**src/rtl/tuple_arb_pkg.sv**
```systemverilog
// Shared types and widths for the two-requester tuple pipeline arbiter.
package tuple_arb_pkg;

  localparam int RESULT_W = 8;
  localparam int HALF_W   = 4;

  localparam logic REQ_A = 1'b0;
  localparam logic REQ_B = 1'b1;

  typedef struct packed {
    logic valid;
    logic id;
  } tag_t;

endpackage

```
**src/rtl/tuple_tag_pipe.sv**
```systemverilog
// Fixed-depth shift of a requester tag alongside its data byte.
module tuple_tag_pipe
  import tuple_arb_pkg::*;
#(
  parameter int LATENCY = 3
) (
  input  logic                clk,
  input  logic                rst_n,
  input  tag_t                in_tag,
  input  logic [RESULT_W-1:0] in_data,
  output tag_t                out_tag,
  output logic [RESULT_W-1:0] out_data
);

  tag_t                tags [LATENCY];
  logic [RESULT_W-1:0] data [LATENCY];

  always_ff @(posedge clk or negedge rst_n) begin
    if (!rst_n) begin
      for (int i = 0; i < LATENCY; i++) tags[i] <= '0;
    end else begin
      tags[0] <= in_tag;
      for (int i = 1; i < LATENCY; i++) tags[i] <= tags[i-1];
    end
  end

  // NOTE: the data stages carry no reset; the tag valid bit alone says whether
  // a stage holds meaningful data, so resetting this storage buys nothing.
  // Each stage loads only behind a valid tag, so bubbles leave the last byte intact.
  always_ff @(posedge clk) begin
    if (in_tag.valid) data[0] <= in_data;
    for (int i = 1; i < LATENCY; i++) begin
      if (tags[i-1].valid) data[i] <= data[i-1];
    end
  end

  assign out_tag  = tags[LATENCY-1];
  assign out_data = data[LATENCY-1];

endmodule

```
**src/rtl/tuple_pipe_arbiter.sv**
```systemverilog
// Round-robin arbiter sharing one fixed-latency tuple pipeline between requesters A and B.
module tuple_pipe_arbiter
  import tuple_arb_pkg::*;
#(
  parameter int LATENCY         = 3,
  parameter int MAX_OUTSTANDING = 2
) (
  input  logic                clk,
  input  logic                rst_n,
  input  logic                a_valid,
  input  logic [HALF_W-1:0]   a_hi,
  input  logic [HALF_W-1:0]   a_lo,
  output logic                a_ready,
  input  logic                b_valid,
  input  logic [HALF_W-1:0]   b_hi,
  input  logic [HALF_W-1:0]   b_lo,
  output logic                b_ready,
  output logic                a_rvalid,
  output logic                b_rvalid,
  output logic [RESULT_W-1:0] result
);

  localparam int CNT_W = $clog2(MAX_OUTSTANDING + 1);
  localparam logic [CNT_W-1:0] CNT_MAX = CNT_W'(MAX_OUTSTANDING);
  localparam logic [CNT_W-1:0] CNT_ONE = CNT_W'(1);

  logic [CNT_W-1:0]    cnt_a, cnt_b;
  logic                ptr;
  logic                seen;
  logic                ret_a, ret_b;
  logic                elig_a, elig_b;
  logic                issue_a, issue_b;
  tag_t                in_tag, out_tag;
  logic [RESULT_W-1:0] in_data, out_data;

  assign ret_a = out_tag.valid && (out_tag.id == REQ_A);
  assign ret_b = out_tag.valid && (out_tag.id == REQ_B);

  // A returning result frees its slot in the same cycle.
  assign elig_a = a_valid && !((cnt_a == CNT_MAX) && !ret_a);
  assign elig_b = b_valid && !((cnt_b == CNT_MAX) && !ret_b);

  assign issue_a = rst_n && elig_a && (!elig_b || ptr == REQ_A);
  assign issue_b = rst_n && elig_b && (!elig_a || ptr == REQ_B);
  assign a_ready = issue_a;
  assign b_ready = issue_b;

  assign in_tag.valid = issue_a || issue_b;
  assign in_tag.id    = issue_b ? REQ_B : REQ_A;
  assign in_data      = issue_b ? {b_hi, b_lo} : {a_hi, a_lo};

  tuple_tag_pipe #(.LATENCY(LATENCY)) u_pipe (
    .clk      (clk),
    .rst_n    (rst_n),
    .in_tag   (in_tag),
    .in_data  (in_data),
    .out_tag  (out_tag),
    .out_data (out_data)
  );

  // NOTE: all state below uses non-blocking assignments so every flop samples
  // the pre-edge values of its neighbours regardless of statement order.
  always_ff @(posedge clk or negedge rst_n) begin
    if (!rst_n) begin
      cnt_a <= '0;
      cnt_b <= '0;
      ptr   <= REQ_A;
      seen  <= 1'b0;
    end else begin
      case ({issue_a, ret_a})
        2'b10:   cnt_a <= cnt_a + CNT_ONE;
        2'b01:   cnt_a <= cnt_a - CNT_ONE;
        default: cnt_a <= cnt_a;
      endcase
      case ({issue_b, ret_b})
        2'b10:   cnt_b <= cnt_b + CNT_ONE;
        2'b01:   cnt_b <= cnt_b - CNT_ONE;
        default: cnt_b <= cnt_b;
      endcase
      if (elig_a && elig_b) ptr <= ~ptr;
      if (out_tag.valid)    seen <= 1'b1;
    end
  end

  // Until the first result since reset the unreset data stage is masked to zero.
  assign a_rvalid = ret_a;
  assign b_rvalid = ret_b;
  assign result   = (seen || out_tag.valid) ? out_data : '0;

endmodule

```
**config.mk**
```make
export PLATFORM = sky130hd
export DESIGN_NAME = tuple_pipe_arbiter
export DESIGN_NICKNAME = d
export VERILOG_FILES = /design/src/rtl/tuple_arb_pkg.sv /design/src/rtl/tuple_tag_pipe.sv /design/src/rtl/tuple_pipe_arbiter.sv
export SDC_FILE = /design/constraint.sdc
export NUM_CORES = 1
export LEC_CHECK = 0
export CORE_ASPECT_RATIO = 0.8
export CORE_MARGIN = 4
export CORE_UTILIZATION = 49
export CTS_CLUSTER_SIZE = 25
export DETAILED_ROUTE_END_ITERATION = 16
export GPL_TIMING_DRIVEN = 0
export PLACE_DENSITY = 0.8
export SLEW_MARGIN = 20
export SYNTH_ARGS = -nofsm -noshare
export SYNTH_HDL_FRONTEND = slang
export SYNTH_SLANG_ARGS = --single-unit
```
**constraint.sdc**
```tcl
create_clock -name clk -period 4.9 [get_ports clk]
set_clock_uncertainty 0.05 [all_clocks]
set_input_delay 0.98 -clock clk [delete_from_list [all_inputs] [get_ports clk]]
set_output_delay 0.98 -clock clk [all_outputs]
set_load 0.01 [all_outputs]
```
==> results of run 1 <==
## kinds of logic (layout without fill, tap and decap cells)
logic type      after synthesis  after routing  share of synthesized area, %
xor+xnor                      7              7                          4.48
fa+ha+maj                     2              2                          1.83
flops                        36             36                          74.6
buf+inv                       4             43                          1.10
compound gates                6              6                          4.66
mux                           8              8                          6.58
simple gates                 16             16                          6.76
## how the worst max path moves through the flow
| stage | slack, ns | end | start |
|---|---|---|---|
| finish | 0.91 | a_ready | rst_n |
| global route | 0.71 | a_ready | rst_n |
| CTS | 0.85 | a_ready | rst_n |
| detailed placement | 0.86 | a_ready | rst_n |
| global placement | 0.91 | a_ready | rst_n |
| floorplan | 2.43 | b_ready | a_valid |
## per-stage QoR
step | util (%) | worst slack, ns
floorplan | - | 2.43
global placement | 67.3 | 0.908
detailed placement | 67.3 | 0.858
CTS | 70.4 | 0.846
global route | 70.4 | 0.707
finish | 70.4 | 0.905
## flip-flops by register name (all words and copies together) (netlist names)
signal	flops
u_pipe.data	24
ptr	1
cnt_b	2
u_pipe.tags	4
u_pipe.out_tag	2
seen	1
cnt_a	2
## placed cells by master (no fill, tap or decap)
cell type,count
a21o_2,1
clkbuf_4,5
mux2_2,8
nor2_1,3
bufinv_16,1
and2_4,1
xnor2_1,6
nand2_1,2
o211ai_1,2
o31a_2,1
inv_1,4
xor2_1,1
dfrtp_1,12
clkinvlp_4,1
o21ai_2,1
clkinv_2,1
ha_1,2
and2b_2,1
nor2b_1,8
edfxtp_1,24
clkdlybuf4s50_1,31
o211ai_4,1
nand2b_1,1
## worst register-to-register path, delay by kind of cell, from the launching register on
kind | cells | cell delay, ns
AO/OA/AOI/OAI | 2 | 0.47
XOR/XNOR | 1 | 0.12
adder cells (fa/ha/maj) | 1 | 0.34
flip-flops | 1 | 0.40
AND/OR/NAND/NOR | 2 | 0.43
## report_power, final
part	total [mW]	internal [mW]	switching [mW]
Sequential	0.386	0.365	0.0209
Combinational	0.0897	0.0516	0.0381
Clock	0.202	0.106	0.0955
Total	0.677	0.523	0.155
## metal layers
| layer | track usage, % | up-vias | wire [µm] |
|---|---|---|---|
| li1 | - | 354 | - |
| met1 | 15.8 | 356 | 897 |
| met2 | 21.1 | 20 | 1150 |
| met3 | 5.07 | 5 | 109 |
| met4 | 6.07 | 0 | 34 |
| met5 | 0 | - | 0 |
## final cells by class
type                       count  area, µm²
timing repair buffer          31        310
tap                           36       45.0
multi-input combinational     39        333
sequential                    36       1020
clock buffer                   5       37.5
inverter                       4       15.0
clock inverter                 3       42.5
fill                         188        758
==> results.toml, run 1 <==
[run_status]
status = "finished, final reports clean"

[sta]
finalSetupViolations = 0
tightestPinTransition_ns = 0.696
slew_viol_final = 0
fin_crit_sh_pct = 81.5
slew_headroom_pct = 53.5
max_freq_ghz = 0.250
hold_violations = 0
fin_crit_ns = 3.99
holdWs_ns = 0.314
setup_tns_ns = 0
rsz0062_at_grt = "false"

[floorplan]
die_y_um = 55.3
die_w_um = 67.1
die_area_um2 = 3710
std_cell_rows = 16
ios = 32
core-area_um2 = 2560
initial_core_util_pct = 53.4

[critical_path]
cp-end-kind = "output pin"
cp_max_fo = 15
crit_top_cell = "clkdlybuf4s50_1"
crit_required_ns = 3.87
worstReg2RegStart = "u_pipe.out_tag[0]$_DFF_PN0_"
startpoint_type = "input port"
crit_arrival_ns = 2.96
critPathBufInv = 3
rr_endpoint = "cnt_b[1]$_DFFE_PN0P_"
cp_top_family = "buffers and inverters"
path_cells = "clkdlybuf4s50_1 > o211ai_1 > a21o_2 > inv_1 > clkdlybuf4s50_1"
r2r_cells = 6
crit_type = "input port to output pin"
slowest_delay_ns = 0.92
crit_slowest_cell = "clkdlybuf4s50_1"
cp_num_cells = 5
reg2reg_slack_ns = 3.04

[layout]
stdcell_count = 154
drive_gt1_share_pct = 18.6
nets = 139
diodes = 0
area_delta_synth_final_pct = 31.8
design_area_um2 = 1800

[hold_path]
min_to = "u_pipe.out_tag[0]$_DFF_PN0_"
min_from = "u_pipe.tags[2]$_DFF_PN0_"
min_path_cells = 0
min_path_type = "flip-flop to flip-flop"

[drt]
post_drt_via_cell_ratio = 4.77
route.antenna.remaining_nets = 0
drt-initial-drc-count = 10
drt_wl_total_mm = 2.19
drc = 0
drtPass1Iterations = 3
wl_per_cell_um = 14.2
num_vias = 735

[power_and_ir_drop]
ir_drop_v = 0.000295
finalPower_uw = 677
power_density_nw_per_um2 = 375
p_leak_nw = 0.684

[yosys]
synth_top_area_cell = "edfxtp_1"
synth_top_cell_area_share_pct = 52.7
yosysSeqAreaShare_pct = 74.6
synthArstFlopShare_pct = 33.3
synth_area_leaders = "edfxtp_1 (53%), dfrtp_1 (22%), mux2_2 (6.6%)"
syn-cell-area_um2 = 1370
synth.most_common_cell = "edfxtp_1"
synthCells = 79
yosys_warnings = 0
synth.avg_cell_area_um2 = 17.3
syn_nets = 101
synth_top_cells_by_count = "edfxtp_1 (24), dfrtp_1 (12), mux2_2 (8), nor2b_1 (8), xnor2_1 (6)"
synth_edf_count = 24
synth-seq-cells = 36
ys_types = 18
synth-main-ff-cell = "edfxtp_1"

[clock_tree]
root_buffer = "clkbuf_4"
path_clk_slew_ns = 0.11
postCtsHoldBufs = 0
numCtsBuffers = 5
cts_tree = "built"
clockBufferDepth = 2
worst_skew_pair.late_latency_ns = 0.33
cts.sinks = 36
htree_levels = 2
cts.repair.resized = 0
cts_setup_buffers = 0

[global_routing]
overflow = 0
grt.total_usage_pct = 13.3
grt_start_max_net_pins = 16
grt_pass1_vias = 738
grt_pass1_wl_mm = 3.53
antenna_found_initial = 0

[placement]
dp_hpwl_mm = 1.65
gp_congestion = 0.681
placed_cells = 146
dpl_cell_area_um2 = 1720
numPortBuffers = 31

[run]
cap_violations = 0
Note: power is estimated with default switching activity, not from simulation.
==> run 2: changes to the inputs <==
- CORE_UTILIZATION: 49 -> 48
- PLACE_DENSITY: 0.8 -> 0.78
- clock period: 4.9 -> 3.9 ns (I/O delays scaled with it)
==> run 2 against run 1 <==
Against the previous run:
- combinational power up 22%
- via count decreased by 4.9%
- global-route usage shrank 1.7 points
- total power is 16% higher
- cell area decreased by 1.0%
- first-iteration DRC count rose by 60%
- flip-flop and latch count unchanged
- largest power group unchanged
==> results.toml, run 2 (synthesis gave the netlist of run 1 again) <==
[run_status]
status = "finished, final reports clean"

[layout]
top_regs = "u_pipe.data (24), u_pipe.tags (4)"
area_delta_synth_final_pct = 30.4
regMostFlops = "u_pipe.data"
nFillCells = 207
diodes = 0
design_area_um2 = 1790
layout_commonest_cell = "clkdlybuf4s50_1"
drive_gt1_share_pct = 16.9
largest_reg_flops = 24
layout_common_cells = "clkdlybuf4s50_1 (31), edfxtp_1 (24), dfrtp_1 (12), mux2_2 (8), nor2b_1 (8)"
regArea_um2 = 1020
multi_input_area_um2 = 333
nets = 139

[clock_tree]
htree_levels = 2
postCtsHoldBufs = 0
clockBufferDepth = 2
cts_tree = "built"
cts.repair.resized = 0
root_buffer = "clkbuf_4"
cts.sinks = 36
cts_setup_buffers = 0
worst_skew_pair.late_latency_ns = 0.31
path_clk_slew_ns = 0.10
numCtsBuffers = 5

[sta]
max_freq_ghz = 0.284
rsz0062_at_grt = "false"
slew_viol_final = 0
slew_headroom_pct = 56.3
hold_violations = 0
finalSetupViolations = 0
setup_tns_ns = 0
tightestPinTransition_ns = 0.653
fin_crit_sh_pct = 90.4
fin_crit_ns = 3.53

[floorplan]
die_w_um = 67.7
die_area_um2 = 3780
die_y_um = 55.8
initial_core_util_pct = 49.9
ios = 32
std_cell_rows = 17
core-area_um2 = 2740

[critical_path]
crit_type = "input port to output pin"
cp-end-kind = "output pin"
crit_required_ns = 3.07
crit_arrival_ns = 2.70
startpoint_type = "input port"
cp_max_fo = 15

[power_and_ir_drop]
finalPower_uw = 787
ir_drop_v = 0.000211
p_leak_nw = 0.675
power_density_nw_per_um2 = 441

[drt]
num_vias = 699
wl_per_cell_um = 11.6
post_drt_via_cell_ratio = 4.48
drtPass1Iterations = 3
route.antenna.remaining_nets = 0
drt-initial-drc-count = 16
dr_wl_met2_um = 815
m1WireLength_um = 856
wl_met3_um = 106
drc = 0
routed.top_layer = "met4"
drt_wl_total_mm = 1.82

[global_routing]
grt_start_max_net_pins = 16
overflow = 0
antenna_found_initial = 0
grt.total_usage_pct = 11.6
grt_pass1_vias = 713
grt_pass1_wl_mm = 3.19

[placement]
dp_hpwl_mm = 1.40
dpl_cell_area_um2 = 1730
numPortBuffers = 31
gp_congestion = 0.640

[hold_path]
min_path_type = "flip-flop to flip-flop"

[run]
cap_violations = 0
## run 2: metrics by stage
stage | utilization (%) | cells | worst slack (ns) | hold slack (ns)
floorplan | - | 79 | 1.83 | 0.281
global placement | 62.9 | 148 | 0.339 | 0.285
detailed placement | 62.9 | 148 | 0.319 | 0.285
CTS | 65.1 | 156 | 0.320 | 0.308
global route | 65.1 | 156 | 0.142 | 0.322
finish | 65.1 | 156 | 0.374 | 0.308
## run 2: path summary, 6_finish.rpt
| check | endpoint | from | cells past startpoint | slack (ns) |
|---|---|---|---|---|
| max | a_ready | rst_n | 5 | 0.37 |
| min | u_pipe.tags[2]$_DFF_PN0_ | u_pipe.tags[4]$_DFF_PN0_ | 0 | 0.31 |
| max reg2reg | cnt_a[1]$_DFFE_PN0P_ | u_pipe.out_tag[1]$_DFF_PN0_ | 6 | 2.04 |
| min reg2reg | u_pipe.tags[2]$_DFF_PN0_ | u_pipe.tags[4]$_DFF_PN0_ | 0 | 0.31 |
| max in group asynchronous | seen$_DFFE_PN0P_ | rst_n | 1 | 2.57 |
| min in group asynchronous | cnt_a[0]$_DFFE_PN0P_ | rst_n | 1 | 0.81 |
## run 2: cell type report
class	instances	share of cell area (%)
Sequential cell	36	57.2
Multi-Input combinational cell	39	18.6
Timing Repair Buffer	31	17.4
Clock buffer	8	3.29
Tap cell	38	2.66
Inverter	4	0.841
## run 2: routing by layer
metal  vias to the layer above  GRT usage [%]
met5                         -              0
met4                         0           6.07
met3                         4           5.25
met2                        26           16.5
met1                       312           14.8
li1                        357              -
## run 2: power breakdown
| group | switching [mW] | total (mW) | internal, mW |
|---|---|---|---|
| Sequential | 0.0241 | 0.482 | 0.458 |
| Clock | 0.107 | 0.196 | 0.0890 |
| Combinational | 0.0444 | 0.109 | 0.0649 |
| Total | 0.175 | 0.787 | 0.612 |
## run 2: critical path: stages
cell,delay [ns]
clkdlybuf4s50_1,0.89
o211ai_1,0.21
a21o_2,0.24
inv_1,0.05
clkdlybuf4s50_1,0.52
==> run 3: changes to the inputs <==
- CORE_UTILIZATION: 48 -> 49
- CTS_BUF_LIST: not set -> sky130_fd_sc_hd__clkbuf_2
- PLACE_DENSITY: 0.78 -> 0.8
- SLEW_MARGIN: 20 -> not set
==> run 3 against run 2 <==
Against the previous run:
- clock power is 16% higher
- final cell count is 1.3% lower
- sequential power about the same
- clock-buffer cell count down 3
- cell area up 0.35%
- critical path depth did not move
- global-route usage increased by 1.7 points
- critical path type unchanged
- worst hold slack gained 0.018 ns
- highest routed layer unchanged
==> results.toml, run 3 (synthesis gave the netlist of run 1 again) <==
[sta]
setup_tns_ns = 0
max_freq_ghz = 0.278
slew_viol_final = 0
slew_headroom_pct = 52.8
fin_crit_sh_pct = 92.4
finalSetupViolations = 0
tightestPinTransition_ns = 0.705
rsz0062_at_grt = "false"
fin_crit_ns = 3.60
hold_violations = 0

[critical_path]
startpoint_type = "input port"
crit_required_ns = 3.07
crit_type = "input port to output pin"
crit_arrival_ns = 2.77
cp_max_fo = 15
cp-end-kind = "output pin"

[drt]
wl_per_cell_um = 14.1
drc = 0
drt_wl_total_mm = 2.17
route.antenna.remaining_nets = 0
num_vias = 733
drt-initial-drc-count = 20
post_drt_via_cell_ratio = 4.76
drtPass1Iterations = 4

[layout]
area_delta_synth_final_pct = 30.9
largest_reg_flops = 24
top_regs = "u_pipe.data (24), u_pipe.tags (4)"
drive_gt1_share_pct = 18.6
diodes = 0
layout_commonest_cell = "clkdlybuf4s50_1"
nets = 139
regMostFlops = "u_pipe.data"
nFillCells = 188
layout_common_cells = "clkdlybuf4s50_1 (31), edfxtp_1 (24), dfrtp_1 (12), mux2_2 (8), nor2b_1 (8)"

[clock_tree]
cts.repair.resized = 0
worst_skew_pair.late_latency_ns = 0.37
htree_levels = 2
root_buffer = "clkbuf_2"
numCtsBuffers = 5
cts_tree = "built"
cts_setup_buffers = 0
cts.sinks = 36
clockBufferDepth = 2
postCtsHoldBufs = 0
path_clk_slew_ns = 0.17

[placement]
gp_congestion = 0.681
dp_hpwl_mm = 1.65
numPortBuffers = 31

[floorplan]
core-area_um2 = 2560
die_area_um2 = 3710
ios = 32
die_y_um = 55.3
initial_core_util_pct = 53.4
die_w_um = 67.1
std_cell_rows = 16

[power_and_ir_drop]
ir_drop_v = 0.000350
finalPower_uw = 823
p_leak_nw = 0.682
p_seq_share_pct = 58.8
power_switching_uw = 193
intPower_uw = 630
p_clk_share_pct = 27.5
power.share.combinational_pct = 13.7
swShare_pct = 23.5
power_density_nw_per_um2 = 459

[run]
cap_violations = 0

[global_routing]
grt_pass1_vias = 740
grt.total_usage_pct = 13.3
grt_start_max_net_pins = 16
grt_pass1_wl_mm = 3.53
overflow = 0
antenna_found_initial = 0

[run_status]
status = "finished, final reports clean"

[hold_path]
min_path_type = "flip-flop to flip-flop"
==> run 3: changes by cell type in the layout (fill, tap and decap cells not counted) <==
cell,before,now
clkbuf_8,1,0
clkbuf_2,0,5
clkinv_2,0,1
clkbuf_4,5,0
bufinv_16,0,1
clkbuf_1,2,0
clkinvlp_4,0,1
==> run 3: worst max-delay path, stage by stage <==
cell             delay [ns]
clkdlybuf4s50_1        0.93
o211ai_1               0.24
a21o_2                 0.25
inv_1                  0.05
clkdlybuf4s50_1        0.53
==> run 3: final cells by class <==
cell class                      instances  area (µm²)  share of cell area (%)
Clock buffer                            5        25.0                    1.40
Clock inverter                          3        42.5                    2.37
Inverter                                4        15.0                   0.838
Multi-Input combinational cell         39         333                    18.6
Sequential cell                        36        1020                    57.0
Tap cell                               36        45.0                    2.51
Timing Repair Buffer                   31         310                    17.3
==> run 3: layer usage <==
| layer | vias up | share of wire [%] | GRT usage (%) | wire [µm] |
|---|---|---|---|---|
| li1 | 357 | - | - | - |
| met1 | 351 | 40 | 16.0 | 879 |
| met2 | 21 | 53 | 21.0 | 1140 |
| met3 | 4 | 5.2 | 3.85 | 112 |
| met4 | 0 | 1.8 | 7.80 | 38 |
| met5 | - | 0 | 0 | 0 |
==> run 3: path summary, 6_finish.rpt <==
check	start	endpoint	slack, ns	cells after the start
max	rst_n	a_ready	0.30	5
min	u_pipe.tags[2]$_DFF_PN0_	u_pipe.out_tag[0]$_DFF_PN0_	0.33	0
max reg2reg	u_pipe.out_tag[1]$_DFF_PN0_	cnt_a[1]$_DFFE_PN0P_	2.04	6
min reg2reg	u_pipe.tags[2]$_DFF_PN0_	u_pipe.out_tag[0]$_DFF_PN0_	0.33	0
max in group asynchronous	rst_n	u_pipe.out_tag[1]$_DFF_PN0_	2.60	1
min in group asynchronous	rst_n	cnt_a[0]$_DFFE_PN0P_	0.75	1
==> run 3: power by group through the flow <==
stage,sequential (mW),clock [mW],combinational (mW)
2_1_floorplan,0.485,0,0.0588
3_3_place_gp,0.488,0,0.107
3_5_place_dp,0.494,0,0.113
4_1_cts,0.485,0.235,0.114
5_1_grt,0.489,0.254,0.123
6_report,0.484,0.227,0.112
==> run 3: stage by stage <==
step	utilization (%)	cells	setup slack, ns	hold WS [ns]	instance area (µm²)
finish	69.9	154	0.297	0.327	1790
global route	69.9	154	0.107	0.340	1790
CTS	69.9	154	0.246	0.328	1790
detailed placement	67.3	146	0.258	0.291	1720
global placement	67.3	146	0.308	0.282	1720
floorplan	-	79	1.83	0.281	1370
==> RTL change (flow settings as in run 2) <==
`LATENCY` is set to 3 in 2 places; all go to 5.
--- a/src/rtl/tuple_tag_pipe.sv
+++ b/src/rtl/tuple_tag_pipe.sv
@@ -2,7 +2,7 @@
 module tuple_tag_pipe
   import tuple_arb_pkg::*;
 #(
-  parameter int LATENCY = 3
+  parameter int LATENCY = 5
 ) (
   input  logic                clk,
   input  logic                rst_n,
--- a/src/rtl/tuple_pipe_arbiter.sv
+++ b/src/rtl/tuple_pipe_arbiter.sv
@@ -2,7 +2,7 @@
 module tuple_pipe_arbiter
   import tuple_arb_pkg::*;
 #(
-  parameter int LATENCY         = 3,
+  parameter int LATENCY         = 5,
   parameter int MAX_OUTSTANDING = 2
 ) (
   input  logic                clk,
Formal check against the unedited RTL: not equivalent (Yosys sat finds a counterexample within 4 cycles, from zero or initial values and one cycle with rst_n low).
==> RTL change against run 2 <==
  * Total power increased by 47%
  * Setup slack worse by 0.16 ns
  * Via count increased by 25%
  * Routed wire length up 30%
  * Maximum frequency decreased by 4.3%
  * Synthesized area rose by 42%
  * Cell area is 35% higher
  * Synthesized cell count increased by 25%
  * Sequential cell count up 20
  * Critical path type unchanged
  * Largest cell class unchanged
  * Largest power group unchanged
==> RTL change: results (changes against run 2) <==
Global routing
  – Global routing usage on met3: 0.05139 (was 0.05253)
  – Largest net degree at the start of global routing: 20 (was 16)
  – First-pass GRT wire length: 4.029 mm (was 3.187 mm)
  – Met1 Use GR: 0.1185 (was 0.1481)
  – GRT Overall Usage: 0.1055 (was 0.1164)
  – Met2 Usage GRT: 0.1807 (was 0.1650)
  – Vias in the first global route: 943 (was 713)

Critical path
  – Crit path max fanout: 19 (was 15)
  – Data arrival time of the worst path: 2.85 ns (was 2.70 ns)
  – Max incr delay on CP: 1.02 ns (was 0.89 ns)

Place
  – Placed cells: 185 (was 148)
  – Post-place setup slack: 0.1465 ns (was 0.3192 ns)
  – Final GP Congestion: 0.6803 (was 0.6398)
  – Placed cell area: 2328 sq um (was 1727 sq um)
  – HPWL after DPL: 1.785 mm (was 1.404 mm)

Clock tree
  – Cts repair resizes: 0 (unchanged)
  – CTS root buf: clkbuf_8 (was clkbuf_4)
  – Setup bufs post-CTS: 0 (unchanged)

Finish
  – Share of layout cells above drive strength 1: 0.1522 (was 0.1695)
  – Nets@finish: 159 (was 139)
  – Non-Filler Instances: 193 (was 156)
  – Largest regs: u_pipe.data: 40 flops, u_pipe.tags: 8 flops (was u_pipe.data: 24 flops, u_pipe.tags: 4 flops)

Routing
  – Met3 WL: 167 um (was 106 um)
  – M1 WL: 968 um (was 856 um)
  – Iteration-0 DRC Markers: 23 (was 16)
  – First-pass iteration count of the detailed router: 2 (was 3)
  – Routed wl met2: 1.206 mm (was 815 um)
  – DRT Wirelength: 2.368 mm (was 1.817 mm)
  – DR vias/cell: 4.528 (was 4.481)

Outcome
  – Run status: finished, final reports clean (unchanged)

Pwr
  – LEAKAGE: 0.0008874 uW (was 0.0006755 uW)
  – Power Density: 479.7 nW/um^2 (was 440.7 nW/um^2)
  – Worst VDD drop: 0.2871 mV (was 0.2106 mV)
  – Int Power: 907.7 uW (was 611.9 uW)
  – Comb power frac: 0.094 (was 0.139)
  – Sequential Power: 753 uW (was 482 uW)

Timing
  – Max Clk Rate: 271.5 MHz (was 283.6 MHz)
  – Slew HR: 0.4397 (was 0.5635)

Logic synthesis
  – Syn Inst Count: 99 (was 79)
  – Synth area leaders: edfxtp_1 (62%), dfrtp_1 (21%), mux2_2 (4.6%) (was edfxtp_1 (53%), dfrtp_1 (22%), mux2_2 (6.6%))
  – Ys async rst share: 0.2857 (was 0.3333)
  – Sequential area share after synthesis: 0.8216 (was 0.7459)
  – Post-synth top cells: edfxtp_1 (40), dfrtp_1 (16), mux2_2 (8), nor2b_1 (8), xnor2_1 (6) (was edfxtp_1 (24), dfrtp_1 (12), mux2_2 (8), nor2b_1 (8), xnor2_1 (6))
  – EDFF count, synth: 40 (was 24)
  – Post-synth net total: 121 (was 101)

Min path
  – Hold path start: u_pipe.tags[2] (was u_pipe.tags[4])
-- RTL change: final timing paths --
check / to / cells after the start / slack (ns)
max: a_ready / 5 / 0.22
min: u_pipe.out_tag[0] / 0 / 0.30
max reg2reg: cnt_a[1] / 6 / 2.04
min reg2reg: u_pipe.out_tag[0] / 0 / 0.30
max in group asynchronous: u_pipe.tags[9] / 1 / 2.38
min in group asynchronous: cnt_a[0] / 1 / 0.90
-- RTL change: area by class of cell --
class	instances	area, sq um
multi-input cells	39	332.8
well taps	55	68.82
fillers	297	1436
flip-flops and latches	56	1602
repair buffers	31	310.3
inverters	4	15.01
clock buffers	6	72.57
clock inverters	2	16.27
-- RTL change: cells by family (layout without fill, tap and decap cells) --
family                     count (synthesis)  after routing  synth area share
adders and majority gates                  2              2           0.01283
DFF                                       56             56            0.8216
xor gates and xnor gates                   7              7           0.03145
AOI/OAI and AO/OA                          6              6           0.03273
buffers and inverters                      4             43          0.007700
muxes                                      8              8           0.04621
and+or+nand+nor                           16             16           0.04750
